$ cat src/rtl/mac_pkg.sv
// Shared types and constants for the RMII receive path.
package mac_pkg;

   typedef enum logic [1:0] {
      IDLE     = 2'd0,
      PREAMBLE = 2'd1,
      DATA     = 2'd2,
      DROP     = 2'd3
   } rx_state_t;

   localparam logic [1:0]  PREAMBLE_DIBIT = 2'b01;
   localparam logic [1:0]  SFD_DIBIT      = 2'b11;
   localparam logic [31:0] CRC32_POLY     = 32'hEDB88320;
   localparam logic [31:0] CRC32_RESIDUE  = 32'hC704DD7B;

   // One byte through the reflected (LSB-first) CRC-32.
   function automatic logic [31:0] crc32_byte(input logic [31:0] crc, input logic [7:0] data);
      logic [31:0] c;
      c = crc ^ {24'h0, data};
      for (int i = 0; i < 8; i++) begin
         c = c[0] ? ((c >> 1) ^ CRC32_POLY) : (c >> 1);
      end
      return c;
   endfunction

   // The register is kept in reflected form; the residue constant is in
   // standard bit order, so the register is bit-reversed before comparing.
   function automatic logic [31:0] reflect32(input logic [31:0] v);
      logic [31:0] r;
      for (int i = 0; i < 32; i++) begin
         r[i] = v[31-i];
      end
      return r;
   endfunction

endpackage

$ cat src/rtl/rmii_rx_if.sv
// PHY-side inputs and fabric-side byte stream of the RMII receiver.
// master: the receiver (consumes PHY signals, drives the stream).
// slave : the environment (drives PHY signals, observes the stream).
interface rmii_rx_if #(
   parameter int CNT_W = 11
) ();
   logic             crs_dv;
   logic [1:0]       rx_data;
   logic             rx_err;
   logic [7:0]       m_data;
   logic             m_valid;
   logic             m_sof;
   logic             m_eof;
   logic             m_err;
   logic [CNT_W-1:0] byte_cnt;

   modport master (
      input  crs_dv, rx_data, rx_err,
      output m_data, m_valid, m_sof, m_eof, m_err, byte_cnt
   );

   modport slave (
      output crs_dv, rx_data, rx_err,
      input  m_data, m_valid, m_sof, m_eof, m_err, byte_cnt
   );
endinterface

$ cat src/rtl/crc32_d8.sv
// Byte-wide CRC-32 register (reflected, init all-ones, no final inversion).
// Only compiled when RMII_RX_FCS_CHECK_EN is defined, since only then is it used.
`ifdef RMII_RX_FCS_CHECK_EN
module crc32_d8
   import mac_pkg::*;
(
   input  logic        clk,
   input  logic        rst,
   input  logic        clr,
   input  logic        en,
   input  logic [7:0]  data,
   output logic [31:0] crc
);
   logic [31:0] crc_q, crc_d;

   // Next CRC: clear wins over enable.
   always_comb begin
      crc_d = crc_q;
      if (clr) begin
         crc_d = 32'hFFFF_FFFF;
      end else if (en) begin
         crc_d = crc32_byte(crc_q, data);
      end
   end

   // CRC register.
   always_ff @(posedge clk) begin
      if (rst) begin
         crc_q <= 32'hFFFF_FFFF;
      end else begin
         crc_q <= crc_d;
      end
   end

   assign crc = crc_q;
endmodule
`endif

$ cat src/rtl/rmii_rx.sv
// RMII receive deframer: preamble/SFD hunt, LSB-first dibit-to-byte assembly,
// byte stream with sof/eof/err markers. One byte is held back so the last byte
// of a frame can carry eof when crs_dv falls.
// Optional FCS check: define RMII_RX_FCS_CHECK_EN.
//
// state    | meaning
// ---------+-----------------------------------------------------------
// IDLE     | no carrier; waits for crs_dv (after crs_dv seen low once)
// PREAMBLE | counting 01 dibits, waiting for the 11 SFD dibit
// DATA     | assembling bytes, emitting the held byte on each completion
// DROP     | bad preamble or overflow; ignore until crs_dv falls
module rmii_rx
   import mac_pkg::*;
#(
   parameter int MAX_BYTES    = 1522,
   parameter int MIN_PREAMBLE = 8,
   parameter int CNT_W        = 11
) (
   input  logic     clk,
   input  logic     rst,
   rmii_rx_if.master bus
);
   localparam int PRE_W = $clog2(MIN_PREAMBLE + 1);

   logic       crs_dv;
   logic [1:0] rx_data;
   logic       rx_err;

   assign crs_dv  = bus.crs_dv;
   assign rx_data = bus.rx_data;
   assign rx_err  = bus.rx_err;

   rx_state_t        state_q, state_d;
   logic             armed_q, armed_d;
   logic [PRE_W-1:0] pre_cnt_q, pre_cnt_d;
   logic [1:0]       idx_q, idx_d;
   logic [5:0]       shift_q, shift_d;
   logic [7:0]       hold_q, hold_d;
   logic             hold_full_q, hold_full_d;
   logic             err_q, err_d;
   logic             first_q, first_d;
   logic [7:0]       m_data_q, m_data_d;
   logic             m_valid_q, m_valid_d;
   logic             m_sof_q, m_sof_d;
   logic             m_eof_q, m_eof_d;
   logic             m_err_q, m_err_d;
   logic [CNT_W-1:0] byte_cnt_q, byte_cnt_d;

   logic       sfd_hit;
   logic       byte_done;
   logic [7:0] byte_new;
   logic       fcs_bad;

   assign sfd_hit   = (state_q == PREAMBLE) && crs_dv && (rx_data == SFD_DIBIT) &&
                      (pre_cnt_q >= PRE_W'(MIN_PREAMBLE));
   assign byte_done = (state_q == DATA) && crs_dv && (idx_q == 2'd3);
   assign byte_new  = {rx_data, shift_q};

`ifdef RMII_RX_FCS_CHECK_EN
   logic [31:0] crc_val;

   crc32_d8 u_crc (
      .clk  (clk),
      .rst  (rst),
      .clr  (sfd_hit),
      .en   (byte_done),
      .data (byte_new),
      .crc  (crc_val)
   );

   // Evaluated at eof with the last byte in the hold register, so the frame
   // length is byte_cnt_q + 1.
   assign fcs_bad = (byte_cnt_q < CNT_W'(3)) || (reflect32(crc_val) != CRC32_RESIDUE);
`else
   assign fcs_bad = 1'b0;
`endif

   // Next-state and output logic.
   always_comb begin
      state_d     = state_q;
      armed_d     = armed_q | ~crs_dv;
      pre_cnt_d   = pre_cnt_q;
      idx_d       = idx_q;
      shift_d     = shift_q;
      hold_d      = hold_q;
      hold_full_d = hold_full_q;
      err_d       = err_q;
      first_d     = first_q;
      m_data_d    = m_data_q;
      m_valid_d   = 1'b0;
      m_sof_d     = 1'b0;
      m_eof_d     = 1'b0;
      m_err_d     = 1'b0;
      byte_cnt_d  = byte_cnt_q;

      case (state_q)
         IDLE: begin
            if (crs_dv && armed_q) begin
               state_d   = PREAMBLE;
               pre_cnt_d = '0;
            end
         end

         PREAMBLE: begin
            if (!crs_dv) begin
               state_d = IDLE;
            end else if (sfd_hit) begin
               state_d     = DATA;
               idx_d       = 2'd0;
               byte_cnt_d  = '0;
               err_d       = 1'b0;
               hold_full_d = 1'b0;
               first_d     = 1'b1;
            end else begin
               case (rx_data)
                  2'b00: begin
                  end
                  PREAMBLE_DIBIT: begin
                     if (pre_cnt_q < PRE_W'(MIN_PREAMBLE)) begin
                        pre_cnt_d = pre_cnt_q + 1'b1;
                     end
                  end
                  default: state_d = DROP;
               endcase
            end
         end

         DATA: begin
            if (byte_done) begin
               err_d = err_q | rx_err;
               if (hold_full_q) begin
                  m_valid_d  = 1'b1;
                  m_data_d   = hold_q;
                  m_sof_d    = first_q;
                  first_d    = 1'b0;
                  byte_cnt_d = byte_cnt_q + 1'b1;
                  // The completing byte would be number MAX_BYTES+1: close the
                  // frame on the held byte and discard the rest.
                  if (byte_cnt_q == CNT_W'(MAX_BYTES - 1)) begin
                     m_eof_d = 1'b1;
                     m_err_d = 1'b1;
                     state_d = DROP;
                  end
               end
               hold_d      = byte_new;
               hold_full_d = 1'b1;
               idx_d       = 2'd0;
            end else if (crs_dv) begin
               err_d = err_q | rx_err;
               case (idx_q)
                  2'd0:    shift_d[1:0] = rx_data;
                  2'd1:    shift_d[3:2] = rx_data;
                  2'd2:    shift_d[5:4] = rx_data;
                  default: shift_d      = shift_q;
               endcase
               idx_d = idx_q + 1'b1;
            end else begin
               state_d = IDLE;
               if (hold_full_q) begin
                  m_valid_d  = 1'b1;
                  m_data_d   = hold_q;
                  m_sof_d    = first_q;
                  m_eof_d    = 1'b1;
                  m_err_d    = err_q | (idx_q != 2'd0) | fcs_bad;
                  first_d    = 1'b0;
                  byte_cnt_d = byte_cnt_q + 1'b1;
               end
               hold_full_d = 1'b0;
            end
         end

         DROP: begin
            if (!crs_dv) begin
               state_d = IDLE;
            end
         end

         default: state_d = IDLE;
      endcase
   end

   // State and output registers.
   always_ff @(posedge clk) begin
      if (rst) begin
         state_q     <= IDLE;
         armed_q     <= 1'b0;
         pre_cnt_q   <= '0;
         idx_q       <= 2'd0;
         shift_q     <= '0;
         hold_q      <= '0;
         hold_full_q <= 1'b0;
         err_q       <= 1'b0;
         first_q     <= 1'b0;
         m_data_q    <= '0;
         m_valid_q   <= 1'b0;
         m_sof_q     <= 1'b0;
         m_eof_q     <= 1'b0;
         m_err_q     <= 1'b0;
         byte_cnt_q  <= '0;
      end else begin
         state_q     <= state_d;
         armed_q     <= armed_d;
         pre_cnt_q   <= pre_cnt_d;
         idx_q       <= idx_d;
         shift_q     <= shift_d;
         hold_q      <= hold_d;
         hold_full_q <= hold_full_d;
         err_q       <= err_d;
         first_q     <= first_d;
         m_data_q    <= m_data_d;
         m_valid_q   <= m_valid_d;
         m_sof_q     <= m_sof_d;
         m_eof_q     <= m_eof_d;
         m_err_q     <= m_err_d;
         byte_cnt_q  <= byte_cnt_d;
      end
   end

   assign bus.m_data   = m_data_q;
   assign bus.m_valid  = m_valid_q;
   assign bus.m_sof    = m_sof_q;
   assign bus.m_eof    = m_eof_q;
   assign bus.m_err    = m_err_q;
   assign bus.byte_cnt = byte_cnt_q;

endmodule

$ cat src/flat_wrapper.sv
// flat-port wrapper written by rule: the top's interface ports become plain ports
module rmii_rx_flat import mac_pkg::*;
#(
   parameter int MAX_BYTES    = 1522,
   parameter int MIN_PREAMBLE = 8,
   parameter int CNT_W        = 11
)
  (clk, rst, bus_crs_dv, bus_rx_data, bus_rx_err, bus_m_data, bus_m_valid, bus_m_sof, bus_m_eof, bus_m_err, bus_byte_cnt);
  rmii_rx_if #(.CNT_W(CNT_W)) bus_i ();
  input  logic clk;
  input  logic rst;
  input wire logic [$bits(bus_i.crs_dv)-1:0] bus_crs_dv;
  input wire logic [$bits(bus_i.rx_data)-1:0] bus_rx_data;
  input wire logic [$bits(bus_i.rx_err)-1:0] bus_rx_err;
  output wire logic [$bits(bus_i.m_data)-1:0] bus_m_data;
  output wire logic [$bits(bus_i.m_valid)-1:0] bus_m_valid;
  output wire logic [$bits(bus_i.m_sof)-1:0] bus_m_sof;
  output wire logic [$bits(bus_i.m_eof)-1:0] bus_m_eof;
  output wire logic [$bits(bus_i.m_err)-1:0] bus_m_err;
  output wire logic [$bits(bus_i.byte_cnt)-1:0] bus_byte_cnt;
  assign bus_i.crs_dv = bus_crs_dv;
  assign bus_i.rx_data = bus_rx_data;
  assign bus_i.rx_err = bus_rx_err;
  assign bus_m_data = bus_i.m_data;
  assign bus_m_valid = bus_i.m_valid;
  assign bus_m_sof = bus_i.m_sof;
  assign bus_m_eof = bus_i.m_eof;
  assign bus_m_err = bus_i.m_err;
  assign bus_byte_cnt = bus_i.byte_cnt;
  rmii_rx #(.MAX_BYTES(MAX_BYTES), .MIN_PREAMBLE(MIN_PREAMBLE), .CNT_W(CNT_W)) u_core (.clk(clk), .rst(rst), .bus(bus_i));
endmodule
$ cat config.mk
export PLATFORM = sky130hd
export DESIGN_NAME = rmii_rx_flat
export DESIGN_NICKNAME = d
export VERILOG_FILES = /design/src/rtl/mac_pkg.sv /design/src/rtl/rmii_rx_if.sv /design/src/rtl/crc32_d8.sv /design/src/rtl/rmii_rx.sv /design/src/flat_wrapper.sv
export SDC_FILE = /design/constraint.sdc
export NUM_CORES = 1
export LEC_CHECK = 0
export ABC_AREA = 1
export CELL_PAD_IN_SITES_DETAIL_PLACEMENT = 1
export CELL_PAD_IN_SITES_GLOBAL_PLACEMENT = 1
export CORE_UTILIZATION = 43
export CTS_CLUSTER_DIAMETER = 200
export DETAILED_ROUTE_END_ITERATION = 16
export PLACE_DENSITY_LB_ADDON = 0.1
export SYNTH_ARGS = -nofsm -noshare
export SYNTH_HDL_FRONTEND = slang
export SYNTH_SLANG_ARGS = --single-unit
$ cat constraint.sdc
create_clock -name clk -period 4.2 [get_ports clk]
set_input_delay 0.63 -clock clk [delete_from_list [all_inputs] [get_ports clk]]
set_output_delay 0.63 -clock clk [all_outputs]
set_load 0.005 [all_outputs]
==> results of run 1 <==
[cell families (layout without fill, tap and decap cells)]
| family | count (synthesis) | count (layout) | synth area share |
|---|---|---|---|
| simple gates | 137 | 137 | 0.253 |
| xor+xnor | 1 | 1 | 0.00375 |
| buf+inv | 54 | 83 | 0.0953 |
| compound gates | 69 | 69 | 0.159 |
| fa+ha+maj | 13 | 13 | 0.0696 |
| flops | 49 | 49 | 0.420 |
[metal layers]
metal | wire length, um | global-route usage | share of wire | vias up
met5 | 0 | 0 | 0 | -
met4 | 76 | 0.0679 | 0.014 | 0
met3 | 143 | 0.0357 | 0.027 | 8
met2 | 2490 | 0.336 | 0.46 | 26
met1 | 2680 | 0.295 | 0.50 | 962
li1 | - | - | - | 1093
[critical path: stages (launching register included)]
cell and delay (ns):
dfxtp_1 0.34, inv_1 0.13, ha_1 0.43, nand2_1 0.09, a21oi_1 0.84, o21ai_0 0.21
a21oi_1 0.15
[power by group through the flow]
stage,clock network (W),logic (W),registers [W]
after CTS,0.000298,0.000491,0.000553
after global routing,0.000319,0.000565,0.000559
final,0.000291,0.000481,0.000552
after floorplan,0,0.000384,0.000553
after global placement,0,0.000472,0.000561
after detailed placement,0,0.000488,0.000564
[per-stage QoR]
step	setup slack, ns	util	instances
after floorplan	2.56	-	323
after global placement	1.70	0.514	414
after detailed placement	1.62	0.514	414
after CTS	1.89	0.532	422
after global routing	1.65	0.532	422
final	1.93	0.532	422
[cells in the mapped netlist]
cell type	n
nand2_1	55
dfxtp_1	49
inv_1	44
nor2_1	39
a21oi_1	32
o21ai_0	29
nand3_1	22
ha_1	13
nor3_1	8
nand4_1	4
clkbuf_1	3
nand2_2	3
o21ai_1	3
buf_6	2
inv_2	2
a21boi_0	1
a21o_1	1
and2_1	1
and3_1	1
buf_2	1
buf_4	1
clkinv_1	1
nor2_2	1
nor2_4	1
nor3b_1	1
o21ai_2	1
o21bai_1	1
o21bai_4	1
or2_2	1
xor2_1	1
[final timing paths]
path,startpoint,endpoint,slack (ns),depth (start not counted)
worst min-delay path,u_core.hold_q[3]$_SDFFE_PP0P_,u_core.hold_q[3]$_SDFFE_PP0P_,0.46,2
worst min register to register,u_core.hold_q[3]$_SDFFE_PP0P_,u_core.hold_q[3]$_SDFFE_PP0P_,0.46,2
worst max-delay path,u_core.state_q[0]$_SDFFE_PP0P_,u_core.bus.m_data[3]$_SDFFE_PP0P_,1.93,6
worst max register to register,u_core.state_q[0]$_SDFFE_PP0P_,u_core.bus.m_data[3]$_SDFFE_PP0P_,1.93,6
[registers in the layout (all words and copies together) (netlist names)]
name                 flops
u_core.first_q           1
u_core.bus.m_eof         1
u_core.idx_q             2
u_core.bus.m_valid       1
u_core.armed_q           1
u_core.bus.m_err         1
u_core.bus.byte_cnt     11
u_core.err_q             1
u_core.shift_q           6
u_core.hold_q            8
u_core.bus.m_data        8
u_core.bus.m_sof         1
u_core.hold_full_q       1
u_core.state_q           2
u_core.pre_cnt_q         4
[layout make-up]
cell class,count,area (um^2)
clock inverters,3,26.3
flip-flops and latches,49,981
well taps,70,87.6
clock buffers,5,68.8
fillers,667,2420
inverters,47,176
multi-input cells,220,1130
repair buffers,28,280
==> metrics.md, run 1 <==
| Metric | Value |
|---|---|
| Status | completed |
| Final nets | 370 |
| Worst min path class | reg -> reg |
| Vias in the first global route | between 1500 and 2000 |
| Clk pin slew, worst setup/hold paths | 0.10 ns |
| Die Ht | between 70 and 80 um |
| Post-DP Area | 2660 um^2 |
| First-pass GRT wire length | 9100 um |
| Largest net degree at the start of global routing | 26 |
| Clk sinks | 49 |
| Layout area overhead | 17.8% |
| Commonest non-fill, non-tap cells in the layout | nand2_1, dfxtp_1, inv_1, nor2_1, a21oi_1 |
| DRT Wirelength | 5390 um |
| Routed len/inst | 12.8 um |
| Post-CTS Setup Bufs | 0 |
| Synth top area cells | dfxtp_1, nand2_1, inv_1 |
| Gr usage total | 0.212 |
| Slew margin rel. | 0.275 |
| Most common cell after layout, fill and taps aside | nand2_1 |
| Ant. Diodes | 0 |
| Worst hold margin | 0.462 ns |
| Post-synth top area share | 0.420 |
| Leading area contributor after synthesis | dfxtp_1 |
| Total power | between 0.001 and 0.0015 W |
| Leakage | ~1.1 nW |
| H-tree depth | 2 |
| Number of max-cap violations | 0 |
| Final GP Congestion | between 0.8 and 0.9 |
| Minimum clock period | 2.27 ns |
| Core area | ~5200 um^2 |
| Post-synthesis register bit count | 49 |
| Syn. warnings | 0 |
| Die Wd | 75.7 um |
| # rows | 26 |
| Yosys cell types | 30 |
| Worst-Margin Slew | between 1 and 1.5 ns |
| Fmax | between 400 and 500 MHz |
| Final Skew | around 0.012 ns |
| Post-DP HPWL | between 4000 and 5000 um |
| Antenna violations before repair | 0 |
| Startpoint types | register |
| Combinational power share | 0.363 |
| Initial Util | 0.452 |
| DRC | 0 |
| Fin Setup TNS | 0 ns |
| Via count | 2089 |
| Sw frac | 0.401 |
| Sequential share of power | 0.417 |
| Unrepaired setup endpoints after global routing | false |
| Share of cells above drive strength 1 | 0.0511 |
| Finished layout cell area | approximately 2800 um^2 |
| Final Slew Violations | 0 |
| Final period utilization | 0.540 |
| CTS Buf Count | 5 |
| Post-synthesis sequential area ratio | 0.420 |
| Drt first-iter violations | 93 |
| Worst Path Class, Setup | reg -> reg |
| Highest ir drop seen on vdd | 0.291 mV |
| Worst Path Required | 4.45 ns |
| DRT Pass-1 Iters | 4 |
| Post_cts resized | 0 |
| Post-Syn Area | ~2300 um^2 |
| Worst EP arrival | between 2 and 3 ns |
| Clk_lat worst skew | between 0.3 and 0.4 ns |
| Clock Tree Buf Depth | 2 |
| Crit path capture type | register |
| Total grt overflow | 0 |
| Mapped Nets | 342 |
| Endpoints failing setup | 0 |
| Post-Synthesis Cells | approximately 320 |
| Mean Syn Cell Area | 7.23 um^2 |
| Antenna-violating nets left | 0 |
| Vias/cell | 4.95 |
| Maximum fanout along the worst path | 17 |
| Root Buffer | clkbuf_8 |
| Die area | around 5700 um^2 |
| CTS tree | done |
| Port bufs | 28 |
| Final Hold Violating Endpoints | 0 |
| Hold-fix buffers at CTS | 0 |
| Clk pwr share | 0.220 |
| Internal Pwr Total | between 0.0007 and 0.0008 W |
| Pwr dens | a little under 500 nW/um^2 |
| Top Ports | 29 |
| Net Switching | around 0.00053 W |
Note: power is estimated with default switching activity, not from simulation.
==> run 2, diff against run 1 <==
CORE_UTILIZATION = 40   (was 43)
clock period = 2.2 ns   (was 4.2 ns; I/O delays follow)
==> run 2 against run 1 <==
Effect of this change:
- die area rose by 7.3%
- worst hold slack worse by 0.0062 ns
- combinational power up 96%
- flip-flop and latch count unchanged
==> metrics.md, run 2 (same netlist as run 1, synthesis figures left out) <==
| Metric | Value |
|---|---|
| Top Ports | 29 (unchanged) |
| Worst EP arrival | 2.10 ns (-0.41 ns) |
| Register-to-register setup slack | 0.30 ns (-1.63 ns) |
| Buffers and inverters on the worst path | 3 (+2) |
| Die area | 6150 um^2 (+7.3%) |
| Worst Path Required | 2.41 ns (-2.04 ns) |
| Worst Path Class, Setup | reg -> reg |
| First-pass GRT wire length | 9850 um (+8.3%) |
| Final nets | 376 (+1.6%) |
| Total power | 0.00268 W (+100%) |
| Worst min path class | reg -> reg |
| Pwr dens | 949 nW/um^2 (+97%) |
| Root Buffer | clkbuf_8 |
| Clock Tree Buf Depth | 2 (unchanged) |
| Area of the multi-input gates | 1130 um^2 (+0.22%) |
| Total grt overflow | 0 (unchanged) |
| Final Hold Violating Endpoints | 0 (unchanged) |
| H-tree depth | 2 (unchanged) |
| Unrepaired setup endpoints after global routing | false |
| Core area | 5570 um^2 (+7.8%) |
| Finished Core Util | 0.507 (-0.0249) |
| Final Skew | 0.0104 ns (-0.00127 ns) |
| Max incr delay on CP | 0.45 ns (-0.39 ns) |
| Slew margin rel. | 0.659 (+0.385) |
| Combinational power share | 0.352 (-0.011) |
| Die Wd | 78.4 um (+3.6%) |
| Status | completed |
| Via count | 2113 (+1.1%) |
| Post-DP HPWL | 4480 um (+7.0%) |
| Endpoints failing setup | 0 (unchanged) |
| Ant. Diodes | 0 (unchanged) |
| Fill cells | 717 (+7.5%) |
| Area occupied by registers | 981 um^2 (unchanged) |
| Max FFs per register | 11 (unchanged) |
| Fin Setup TNS | 0 ns (unchanged) |
| Gr usage total | 0.211 (-0.00177) |
| CP most frequent cell | inv_1 |
| Worst-Margin Slew | 0.510 ns (-0.578 ns) |
| Final period utilization | 0.861 (+0.322) |
| Initial Util | 0.419 (-0.0325) |
| Internal Pwr Total | 0.00167 W (+110%) |
| Clk_lat worst skew | 0.31 ns (about the same) |
| Highest ir drop seen on vdd | 0.477 mV (+64%) |
| Most common cell after layout, fill and taps aside | nand2_1 |
| Leakage | 1.12 nW (+4.0%) |
| Final GP Congestion | 0.829 (-1.4%) |
| Layout Cells excl Fill | 430 (+1.9%) |
| Placed insts | 422 (+1.9%) |
| DRT Wirelength | 5770 um (+7.1%) |
| Slowest CP cell | dfxtp_1 |
| DRC | 0 (unchanged) |
| Crit path capture type | register |
| Layout area overhead | 21.0% |
| Vias/cell | 4.91 (-0.73%) |
| Finished layout cell area | 2830 um^2 (+2.7%) |
| Net Switching | 0.00101 W (+91%) |
| Sequential share of power | 0.394 (-0.023) |
| Delay-heaviest family, CP | compound AO/OA/AOI/OAI gates |
| Routed len/inst | 13.4 um (+5.2%) |
| Die Ht | 78.4 um (+3.6%) |
| Clk pwr share | 0.255 (+0.035) |
| Post-DP Area | 2710 um^2 (+1.8%) |
| Final Slew Violations | 0 (unchanged) |
| # rows | 27 (+3.8%) |
| CTS tree | done |
| Share of cells above drive strength 1 | 0.0698 (+0.0187) |
| Clk sinks | 49 (unchanged) |
| Largest net degree at the start of global routing | 18 (-31%) |
| Drt first-iter violations | 80 (-14%) |
| Sw frac | 0.377 (-0.0233) |
| Antenna violations before repair | 0 (unchanged) |
| Hold-fix buffers at CTS | 0 (unchanged) |
| Startpoint types | register |
| Worst path cell trace | inv_1 > ha_1 > nand2_1 > inv_1 > o21ai_0 > inv_1 > o21ai_0 > nor2_1 |
| Antenna-violating nets left | 0 (unchanged) |
| Minimum clock period | 1.90 ns (-0.372 ns) |
| Post-CTS Setup Bufs | 0 (unchanged) |
| Commonest non-fill, non-tap cells in the layout | nand2_1, dfxtp_1, inv_1, nor2_1, a21oi_1 |
| Number of max-cap violations | 0 (unchanged) |
| Clk pin slew, worst setup/hold paths | 0.10 ns (about the same) |
| Fmax | 528 MHz (+20%) |
| Vias in the first global route | 1985 (+0.97%) |
| DRT Pass-1 Iters | 4 (unchanged) |
| CTS Buf Count | 5 (unchanged) |
| Port bufs | 28 (unchanged) |
| Maximum fanout along the worst path | 6 (-11) |
run 2: power by group through the flow:
| stage | Clock, W | Sequential, W | Combinational (W) |
|---|---|---|---|
| detailed placement | 0 | 0.00108 | 0.000944 |
| CTS | 0.000706 | 0.00106 | 0.000948 |
| global placement | 0 | 0.00108 | 0.000917 |
| floorplan | 0 | 0.00106 | 0.000734 |
| finish | 0.000683 | 0.00106 | 0.000944 |
| global route | 0.000743 | 0.00107 | 0.00108 |
run 2: tightest hold or removal path, cell delays in order (launching register included):
cell	delay (ns)
dfxtp_1	0.31
inv_1	0.06
a21oi_1	0.05
run 2: final timing paths:
| path | end | start | cells past startpoint |
|---|---|---|---|
| setup / recovery | u_core.idx_q[0]$_SDFFE_PP0P_ | u_core.state_q[1]$_SDFFE_PP0P_ | 8 |
| setup reg to reg | u_core.idx_q[0]$_SDFFE_PP0P_ | u_core.state_q[1]$_SDFFE_PP0P_ | 8 |
| hold / removal | u_core.hold_q[5]$_SDFFE_PP0P_ | u_core.hold_q[5]$_SDFFE_PP0P_ | 2 |
| hold reg to reg | u_core.hold_q[5]$_SDFFE_PP0P_ | u_core.hold_q[5]$_SDFFE_PP0P_ | 2 |
run 2: final cells by class:
type	count	share of cell area
clock buffer	6	0.0292
inverter	47	0.0624
multi-input combinational	220	0.401
sequential	49	0.347
timing repair buffer	34	0.115
tap	72	0.0319
clock inverter	2	0.0133
run 2: per-stage QoR:
| stage | worst slack, ns | hold WS (ns) |
|---|---|---|
| 2_1_floorplan | 0.560 | 0.399 |
| 3_3_place_gp | 0.177 | 0.439 |
| 3_5_place_dp | 0.0920 | 0.445 |
| 4_1_cts | 0.164 | 0.459 |
| 5_1_grt | 0.0908 | 0.474 |
| 6_report | 0.305 | 0.456 |
run 2: per-layer routing:
layer | global-route usage | share of wire | vias to the layer above
li1 | - | - | 1101
met1 | 0.287 | 0.51 | 984
met2 | 0.328 | 0.45 | 21
met3 | 0.0314 | 0.022 | 7
met4 | 0.0944 | 0.016 | 0
met5 | 0 | 0 | -
run 2: timing repair:
item                                    4_1_cts  5_1_grt
hold endpoints to repair                      0        0
resized for setup                             0        1
endpoints found under the setup margin        0        6
==> run 3, diff against run 2 <==
CTS_BUF_LIST = sky130_fd_sc_hd__clkbuf_8 sky130_fd_sc_hd__clkbuf_16   (was unset)
SYNTH_HIERARCHICAL = 1   (was unset)
==> run 3 against run 2 <==
Effect of this change:
- via count is 1.7% lower
- core utilization is 0.96 points lower
- worst hold slack worse by 0.0022 ns
- sequential power is 15% lower
- register-to-register slack better by 0.28 ns
- synthesized cell count is 2.8% lower
- sequential share of layout area is 0.88 points higher
- cell area is 2.5% lower
- global-route usage is 0.70 points lower
- highest routed layer unchanged
==> metrics.md, run 3 <==
| Metric | Value |
|---|---|
| Highest ir drop seen on vdd | 0.285 mV (-40%) |
| Most common cell after layout, fill and taps aside | nand2_1 |
| Yosys cell types | 31 (+3.3%) |
| Port bufs | 28 (unchanged) |
| Worst r2r dst | u_core/bus.byte_cnt[10]$_SDFFE_PP0P_ |
| Syn. warnings | 6 (+6) |
| Post-Syn Area | 2310 um^2 (-1.3%) |
| DRC | 0 (unchanged) |
| Register-to-register setup slack | 0.58 ns (+0.28 ns) |
| Share of cells above drive strength 1 | 0.107 (+0.0368) |
| Worst hold margin | 0.453 ns (-0.00225 ns) |
| Crit path capture type | register |
| Minimum clock period | 1.63 ns (-0.267 ns) |
| Post-synthesis sequential area ratio | 0.425 (+0.00547) |
| Ant. Diodes | 0 (unchanged) |
| Root Buffer | clkbuf_8 |
| Post_cts resized | 0 (unchanged) |
| Pwr dens | 564 nW/um^2 (-41%) |
| Commonest non-fill, non-tap cells in the layout | nand2_1, dfxtp_1, nor2_1, inv_1, clkdlybuf4s50_1 |
| Hold Startpoint | u_core/first_q$_SDFFE_PP0P_ |
| Worst min path class | reg -> reg |
| Final Slew Violations | 0 (unchanged) |
| Mapped Nets | 328 (-4.1%) |
| Final nets | 360 (-4.3%) |
| Via count | 2077 (-1.7%) |
| Worst Path Required | 2.44 ns (+0.03 ns) |
| First-pass GRT wire length | 9650 um (-2.0%) |
| Post-synthesis register bit count | 49 (unchanged) |
| Maximum fanout along the worst path | 13 (+7) |
| Total power | 0.00156 W (-42%) |
| Die Ht | 77.9 um (-0.63%) |
| H-tree depth | 2 (unchanged) |
| DRT Pass-1 Iters | 4 (unchanged) |
| Vias in the first global route | 2071 (+4.3%) |
| Clk_lat worst skew | 0.31 ns (about the same) |
| Final GP Congestion | 0.759 (-8.4%) |
| Layout area overhead | 19.6% |
| Clock Tree Buf Depth | 2 (unchanged) |
| Final period utilization | 0.740 (-0.121) |
| Initial Util | 0.416 (-0.00286) |
| Largest net degree at the start of global routing | 18 (unchanged) |
| Post-synth top area share | 0.425 (+0.00547) |
| Synth top area cells | dfxtp_1, nand2_1, nor2_1 |
| Endpoints failing setup | 0 (unchanged) |
| Worst EP arrival | 1.86 ns (-0.24 ns) |
| Clk pin slew, worst setup/hold paths | 0.10 ns (about the same) |
| FF-to-FF path depth | 6 (-2) |
| Antenna-violating nets left | 0 (unchanged) |
| Clk sinks | 49 (unchanged) |
| Top Ports | 29 (unchanged) |
| Post-DP HPWL | 4280 um (-4.6%) |
| Most common flop cell mapped by yosys | dfxtp_1 |
| Leading area contributor after synthesis | dfxtp_1 |
| Core area | 5540 um^2 (-0.61%) |
| EDFF count, synth | 0 (unchanged) |
| WHS Endpoint | u_core/bus.m_sof$_SDFF_PP0_ |
| Leakage | 1.13 nW (+1.3%) |
| Mean Syn Cell Area | 7.34 um^2 (+1.5%) |
| Routed len/inst | 13.5 um (+0.46%) |
| Top-count cell post-synth | nand2_1 |
| CTS Buf Count | 5 (unchanged) |
| Total grt overflow | 0 (unchanged) |
| Worst-Margin Slew | 0.396 ns (-0.115 ns) |
| DRT Wirelength | 5650 um (-2.1%) |
| Final Hold Violating Endpoints | 0 (unchanged) |
| Final Skew | 0.00822 ns (-0.00217 ns) |
| Antenna violations before repair | 0 (unchanged) |
| Vias/cell | 4.96 (+0.88%) |
| Status | completed |
| Startpoint types | input port |
| Drt first-iter violations | 58 (-28%) |
| Die area | 6070 um^2 (-1.3%) |
| Fin Setup TNS | 0 ns (unchanged) |
| Max FFs per register | 11 (unchanged) |
| Synth cell count leaders | nand2_1, dfxtp_1, nor2_1, inv_1, o21ai_0 |
| Synth async-reset ratio | 0 (unchanged) |
| Post-CTS Setup Bufs | 0 (unchanged) |
| Hold-fix buffers at CTS | 0 (unchanged) |
| CTS tree | done |
| Post-Synthesis Cells | 314 (-2.8%) |
| Unrepaired setup endpoints after global routing | false |
| # rows | 27 (unchanged) |
| Die Wd | 77.9 um (-0.63%) |
| Crit Reg-Reg Startpoint | u_core/bus.byte_cnt[0]$_SDFFE_PP0P_ |
| Worst Path Class, Setup | in -> reg |
| Number of max-cap violations | 0 (unchanged) |
| Fmax | 614 MHz (+16%) |
| Gr usage total | 0.204 (-0.00696) |
| Hold Crit Depth | 2 (unchanged) |
| Finished Core Util | 0.498 (-0.00955) |
| Slew margin rel. | 0.735 (+0.0757) |
run 3: layout make-up:
class / instances / area (um^2)
multi-input combinational: 215 / 1120
fill: 725 / 2780
clock buffer: 5 / 68.8
inverter: 42 / 158
tap: 72 / 90.1
clock inverter: 3 / 26.3
sequential: 49 / 981
timing repair buffer: 33 / 318
run 3: logic make-up (layout without fill, tap and decap cells):
family / Yosys count / after routing / synth area share
buffers and inverters: 50 / 83 / 0.0906
and+or+nand+nor: 148 / 148 / 0.306
xor gates and xnor gates: 1 / 1 / 0.00380
DFF: 49 / 49 / 0.425
adders and majority gates: 8 / 8 / 0.0434
AOI/OAI and AO/OA: 58 / 58 / 0.131
run 3: report_power, final:
group	internal, W	total (W)	switching (W)
logic	0.0000313	0.0000885	0.0000572
registers	0.000893	0.000902	0.00000830
clock network	0.000232	0.000566	0.000335
run 3: worst max-delay path by stage:
stage / startpoint / end / cells after the start
5_1_grt: u_core/idx_q[0]$_SDFFE_PP0P_ / u_core/bus.byte_cnt[2]$_SDFFE_PP0P_ / 7
4_1_cts: bus_crs_dv / u_core/bus.byte_cnt[1]$_SDFFE_PP0P_ / 6
3_3_place_gp: bus_crs_dv / u_core/hold_q[3]$_SDFFE_PP0P_ / 6
3_5_place_dp: bus_crs_dv / u_core/bus.byte_cnt[1]$_SDFFE_PP0P_ / 6
2_1_floorplan: u_core/bus.byte_cnt[0]$_SDFFE_PP0P_ / u_core/bus.byte_cnt[10]$_SDFFE_PP0P_ / 6
6_report: bus_crs_dv / u_core/bus.byte_cnt[1]$_SDFFE_PP0P_ / 6
run 3: critical path: stages:
cell,delay [ns]
clkdlybuf4s50_1,0.57
nand2_1,0.23
nand2_2,0.11
nor2_4,0.28
nand2_1,0.17
o22ai_1,0.17
run 3: metrics by stage:
stage / std cells / cell area (um^2) / worst slack (ns)
2_1_floorplan: 314 / 2310 / 0.911
3_3_place_gp: 411 / 2660 / 0.287
3_5_place_dp: 411 / 2660 / 0.258
4_1_cts: 419 / 2760 / 0.558
5_1_grt: 419 / 2760 / 0.395
6_report: 419 / 2760 / 0.571
run 3: layer usage:
metal  global-route usage  wire length (um)
met1                0.267              2800
met2                0.339              2640
met3               0.0376               148
met4               0.0611                63
met5                    0                 0
